$ cat src/rtl/pc_fetch_ctrl.sv
// Fetch-side PC controller: sequences instruction-memory requests, selects the next PC
// (trap > redirect > pending redirect > PC+4) and holds the fetched instruction while decode stalls.
module pc_fetch_ctrl #(
    parameter logic [31:0] RESET_VECTOR = 32'h0000_0000,
    parameter logic [31:0] TRAP_VECTOR  = 32'h0000_0100
) (
    input  logic        clk,
    input  logic        reset,
    input  logic [31:0] PC,
    output logic        PCEn,
    output logic [31:0] PCNext,
    output logic        imem_req,
    output logic [31:0] imem_addr,
    input  logic        imem_ready,
    output logic        instr_valid,
    input  logic        stall,
    input  logic        redirect_valid,
    input  logic [31:0] redirect_target,
    input  logic        trap
);

    localparam int unsigned XLEN       = 32;
    localparam logic [XLEN-1:0] ALIGN_MASK = ~XLEN'(3);
    localparam logic [XLEN-1:0] PC_STEP    = XLEN'(4);

    typedef enum logic [1:0] {
        ST_BOOT  = 2'd0,
        ST_FETCH = 2'd1,
        ST_HOLD  = 2'd2
    } state_e;

    state_e          state_q, state_d;
    logic            pend_q, pend_d;
    logic [XLEN-1:0] pend_tgt_q, pend_tgt_d;

    logic [XLEN-1:0] trap_addr_c;
    logic [XLEN-1:0] redir_addr_c;
    logic [XLEN-1:0] seq_addr_c;
    logic [XLEN-1:0] sel_addr_c;
    logic            redir_any_c;
    logic            pend_is_trap_c;

    // Word-aligned targets and next-PC selection shared by FETCH completion and HOLD release
    always_comb begin
        trap_addr_c    = TRAP_VECTOR & ALIGN_MASK;
        redir_addr_c   = redirect_target & ALIGN_MASK;
        seq_addr_c     = PC + PC_STEP;
        redir_any_c    = trap | redirect_valid | pend_q;
        pend_is_trap_c = pend_q && (pend_tgt_q == trap_addr_c);
        if (trap) begin
            sel_addr_c = trap_addr_c;
        end else if (redirect_valid) begin
            sel_addr_c = redir_addr_c;
        end else if (pend_q) begin
            sel_addr_c = pend_tgt_q;
        end else begin
            sel_addr_c = seq_addr_c;
        end
    end

    // State register plus the single pending redirect/trap slot
    always_ff @(posedge clk or negedge reset) begin
        if (!reset) begin
            state_q    <= ST_BOOT;
            pend_q     <= 1'b0;
            pend_tgt_q <= '0;
        end else begin
            state_q    <= state_d;
            pend_q     <= pend_d;
            pend_tgt_q <= pend_tgt_d;
        end
    end

    // Next-state and output decode; everything is forced quiet while reset is asserted
    always_comb begin
        state_d     = state_q;
        pend_d      = pend_q;
        pend_tgt_d  = pend_tgt_q;
        PCEn        = 1'b0;
        PCNext      = '0;
        imem_req    = 1'b0;
        imem_addr   = PC;
        instr_valid = 1'b0;

        if (reset) begin
            unique case (state_q)
                ST_BOOT: begin
                    PCEn    = 1'b1;
                    PCNext  = RESET_VECTOR;
                    state_d = ST_FETCH;
                end

                ST_FETCH: begin
                    imem_req = 1'b1;
                    if (imem_ready) begin
                        if (redir_any_c) begin
                            // Fetched instruction is on the wrong path: drop it and steer
                            PCEn   = 1'b1;
                            PCNext = sel_addr_c;
                            pend_d = 1'b0;
                        end else begin
                            instr_valid = 1'b1;
                            if (stall) begin
                                state_d = ST_HOLD;
                            end else begin
                                PCEn   = 1'b1;
                                PCNext = seq_addr_c;
                            end
                        end
                    end else if (trap) begin
                        pend_d     = 1'b1;
                        pend_tgt_d = trap_addr_c;
                    end else if (redirect_valid && !pend_is_trap_c) begin
                        // A stored trap must not be displaced by a younger redirect
                        pend_d     = 1'b1;
                        pend_tgt_d = redir_addr_c;
                    end
                end

                ST_HOLD: begin
                    if (trap) begin
                        PCEn    = 1'b1;
                        PCNext  = trap_addr_c;
                        pend_d  = 1'b0;
                        state_d = ST_FETCH;
                    end else if (!stall) begin
                        PCEn    = 1'b1;
                        PCNext  = sel_addr_c;
                        pend_d  = 1'b0;
                        state_d = ST_FETCH;
                    end else if (redirect_valid) begin
                        pend_d     = 1'b1;
                        pend_tgt_d = redir_addr_c;
                    end
                end

                default: begin
                    state_d = ST_BOOT;
                end
            endcase
        end
    end

endmodule

$ cat config.mk
export PLATFORM = sky130hd
export DESIGN_NAME = pc_fetch_ctrl
export DESIGN_NICKNAME = d
export VERILOG_FILES = /design/src/rtl/pc_fetch_ctrl.sv
export SDC_FILE = /design/constraint.sdc
export NUM_CORES = 1
export LEC_CHECK = 0
export BUFFER_PORTS_ARGS = -buffer_cell sky130_fd_sc_hd__buf_2
export CAP_MARGIN = 20
export CORE_ASPECT_RATIO = 0.5
export CORE_MARGIN = 3
export CORE_UTILIZATION = 40
export DETAILED_ROUTE_END_ITERATION = 12
export HOLD_SLACK_MARGIN = 0.12
export PLACE_DENSITY = 0.73
export SLEW_MARGIN = 20
export SYNTH_ARGS = -nofsm -noshare
export SYNTH_HDL_FRONTEND = slang
export SYNTH_SLANG_ARGS = --single-unit
$ cat constraint.sdc
create_clock -name clk -period 3.5 [get_ports clk]
set_input_delay 0.175 -clock clk [delete_from_list [all_inputs] [get_ports clk]]
set_output_delay 0.175 -clock clk [all_outputs]
set_load 0.01 [all_outputs]
[After elaboration in Yosys (flattened, before gate mapping)]
Index checks and enable logic that the tools add are counted.
Word-level totals
  output and inout bits: 67
  input bits: 70
  register bits after elaboration: 35
Cells by class
  muxes and demuxes: 43
  add/sub/neg operators: 1
  reductions and logical operators: 8
  bitwise operators: 2
  eq/ne operators: 15
Operator list (number)
  32-bit 2-to-1 mux: 15
  32-bit case mux with 2 select lines: 2
  32-bit by 3-bit adder with 32-bit output (second input constant): 1
  32-bit by 9-bit equality test with 1-bit output (second input constant): 1
  1-bit 2-to-1 mux: 18
  2-bit != test (second input constant): 7
  2-bit 2-to-1 mux: 5
  5-bit AND reduction: 2
  3-bit != test (second input constant): 3
  4-bit != test (second input constant): 2
  7-bit AND reduction: 1
  2-bit case mux with 3 select lines: 1
  1-bit case mux with 3 select lines: 1
  2-bit by 1-bit equality test with 1-bit output (second input constant): 1
  2-bit equality test (second input constant): 1
  1-bit logical AND: 2
  2-bit zero test: 1
  1-bit OR: 2
  1-bit case mux with 2 select lines: 1
  2-bit nonzero test: 1
  1-bit zero test: 1

[Logic depth before layout (Yosys ltp)]
  depth in word-level cells: 8
  depth in mapped cells: 10
  gate-level depth less buffers: 7

[Worst setup path after synthesis]
OpenSTA, ideal clock, no wires.
  kind: reg2out
  start: reg state_q[1]
  end: out PCNext[30]
  arrival time: 2.020 ns
  cell stages (with the launch flop): 11
  setup slack: 1.305 ns
  data required time: 3.325 ns
  cells stage by stage: dfrtp_1 -> inv_1 -> ha_1 -> buf_2 -> o211ai_1 -> a21o_1 -> buf_6 -> and2_4 -> or3_4 -> buf_6 -> o22ai_1
Between the ends
  longest elaborated chain between the ends: 3
  elaborated cells between the ends (all ways): 4
  those cells by class: 2 x eq/ne; 2 x mux
RTL lines
  start: declaration: line 32  | state_e state_q, state_d;
  start signal: assignment: line 68  | state_q <= state_d;
  2-bit equality test or 2-bit by 1-bit equality test with 1-bit output (tied branches): line 86  | unique case (state_q)
  32-bit case mux with 2 select lines *: line 86
  32-bit 2-to-1 mux *: line 85  | if (reset) begin
  end: declaration: line 11  | output logic [31:0] PCNext,
Every way passes the cells marked *; elsewhere a longest branch is shown, timed or not.

[Worst setup path after layout]
  start: reg state_q[1]
  end: out PCNext[15]
The elaborated chain is that of the path after synthesis.

==> impl_results.md <==
- Run status: finished clean
- Worst vdd ir: 0.234 mV
- Latest clock arrival within the worst-skew pair: 280 ps
- Final Setup Violations: 0
- Leakage Power: 2.07 nW
- Pin count of the biggest net entering global routing: 33
- Starting DRT DRC Count: 370
- Async SR Flop Fraction: 1.00
- Filler cells: 825
- First-pass GRT wire length: 16800 um
- Finished Layout Cells: 647
- Area growth syn-to-layout: 20.5%
- Vias in the first global route: 3211
- EDFF count, synth: 0
- Die extent in x: 136 um
- Hold Crit Class: primary input to register
- Dpl cells: 638
- Root buffer cell: clkbuf_16
- CP peak stage delay: 430 ps
- Worst Hold Depth: 3
- YS warnings: 0
- RSZ-0062 raised after global routing: no
- Post-synth top cells: nand2_1 (62), inv_1 (39), buf_4 (35)
- Max Cap Viol: 0
- Drt first pass iters: 6
- Skew final: 2.54 ps
- Final period utilization: 0.843
- Crit. End Element: output port
- Rows: 23
- Die height: 71.2 um
- Worst R2R Path Depth: 6
- CTS tree: yes
- Die area: 9710 um2
- Count leader, synth: nand2_1
- Pwr dens: 542 nW/um2
- Gpl congestion: 0.903
- CTS sink count: 33
- GRT Total Usage: 0.219
- Register area share after synthesis: 0.243
- Worst path required time: 3320 ps
- Cell count after synthesis: 439
- Initial antenna violation count: 0
- Share of layout cells above drive strength 1: 0.301
- Delay-heaviest family, CP: simple AND/OR/NAND/NOR gates
- Drt via density: 5.46
- Critical Path Stages: 8
- Setup TNS: 0 ps
- Syn_nets: 514
- Diode count: 0
- CTS Buffer Depth: 2
- Final Hold Fails: 0
- WL final: 10700 um
- Htree depth: 2
- Number of port buffers: 134
- Period minus WS final: 2950 ps
- Vias: 3530
- F_max: 339 MHz
- Slowest stage cell, crit path: or3_4
- Nets: 609
- Critical Path AT: 2780 ps
- Share of the synthesized area in the top cell type: 0.243
- Kind of critical path: register to output port
- Worst slew pin tran: 615 ps
- Synth area leaders: dfrtp_1 (24%), mux2i_1 (9.4%), buf_4 (7.7%)
- I/O Pins: 137
- Relative slew margins: 0.590
- Core area: 8120 um2
- DRC: 0
- CP Max Fanout: 13
- WL per Instance: 16.6 um
- Crit path cell chain: inv_1 > ha_1 > and2b_2 > nand4_1 > and2_4 > or3_4 > o22ai_1 > buf_2
- Clock buffer count from CTS: 5
- Dominant cell type by area after synthesis: dfrtp_1
- Count of different cell masters after synthesis: 53
- Syn avg cell area: 7.74 um2
- Total power: 0.00222 W
- Synth Flop Type: dfrtp_1
- Post-cts resize count: 0
- Initial Utilization: 0.419
- Seq cells post-synth: 33
- Final Max Slew Viols: 0
- Worst path bufs/invs: 2
- Routed Antenna Nets: 0
- Worst-path clk slew: 60 ps
- HPWL after DPL: 8410 um
- Synth Cell Area: 3400 um2
- GRT Residual Overflow: 0
- Startpoint Class: register
==> cell families after synthesis <==
family	count (synthesis)	share of synthesized area
AO/OA/AOI/OAI	90	0.176
XOR/XNOR	26	0.0670
adder cells (fa/ha/maj)	5	0.0184
buffers and inverters	94	0.155
flip-flops	33	0.243
multiplexers	33	0.0975
AND/OR/NAND/NOR	158	0.243
==> worst reg2reg max path, cell delays in order, from the launching register on <==
cell	delay [ps]
dfrtp_1	720
nor4b_1	310
nand4_1	200
o21a_1	270
o21ai_4	420
buf_12	270
mux2i_1	220
==> registers in the layout (all words and copies together) (netlist names) <==
signal,count
pend_q,1
state_q,2
pend_tgt_q,30
==> placed cells by master, fill, tap and decap left out, drive strengths merged, types with 5 or more instances in the layout <==
cell type    n
buf        142
nand2       62
inv         39
dfrtp       33
mux2i       32
a21oi       21
xnor2       17
nor2        15
o21ai       15
o22ai       15
nor3        14
nand3       13
nand4       12
nor4        10
a22oi        9
xor2         9
a211oi       8
and3         7
clkbuf       7
nand2b       6
ha           5
==> per-layer routing <==
metal  global-route usage  up-vias  part of all wire
li1                     -     1710                 -
met1                0.319     1660              0.46
met2                0.320      153              0.43
met3               0.0653        7             0.094
met4               0.0469        0            0.0081
met5                    0        -                 0
==> through the flow <==
step / utilization / hold WS (ps) / instance area, um2 / setup WS [ps]
global placement: 0.482 / 80.8 / 3910 / 929
detailed placement: 0.482 / 78.2 / 3910 / 884
floorplan: - / -121 / 3400 / 1300
finish: 0.505 / 142 / 4100 / 549
global route: 0.505 / 157 / 4100 / 355
CTS: 0.505 / 141 / 4100 / 583
==> worst paths after layout <==
kind,from,endpoint,slack (ps)
max,state_q[1],PCNext[15],550
min reg2reg,pend_tgt_q[8],pend_tgt_q[8],520
min in group asynchronous,reset,pend_tgt_q[6],330
max reg2reg,pend_q,pend_tgt_q[25],1020
min,redirect_target[14],pend_tgt_q[14],140
max in group asynchronous,reset,pend_tgt_q[29],2490
==> power breakdown <==
group	leakage [nW]	total, W	switching [W]	internal [W]
combinational	1.57	0.000999	0.000574	0.000425
clock	0.0841	0.000524	0.000168	0.000356
sequential	0.419	0.000697	0.000158	0.000539
==> repair_timing <==
action,CTS,global route
hold buffers,1,0
hold endpoints to repair,7,0
buffers inserted,0,0
==> area by class of cell <==
| cell class | count | area, um2 | share of cell area |
|---|---|---|---|
| Multi-Input combinational cell | 312 | 2060 | 0.502 |
| Inverter | 39 | 146 | 0.0357 |
| Tap cell | 112 | 140 | 0.0342 |
| Clock inverter | 1 | 30.0 | 0.00733 |
| Sequential cell | 33 | 826 | 0.202 |
| Clock buffer | 7 | 143 | 0.0348 |
| Timing Repair Buffer | 143 | 753 | 0.184 |
Note: power is estimated with default switching activity, not from simulation.
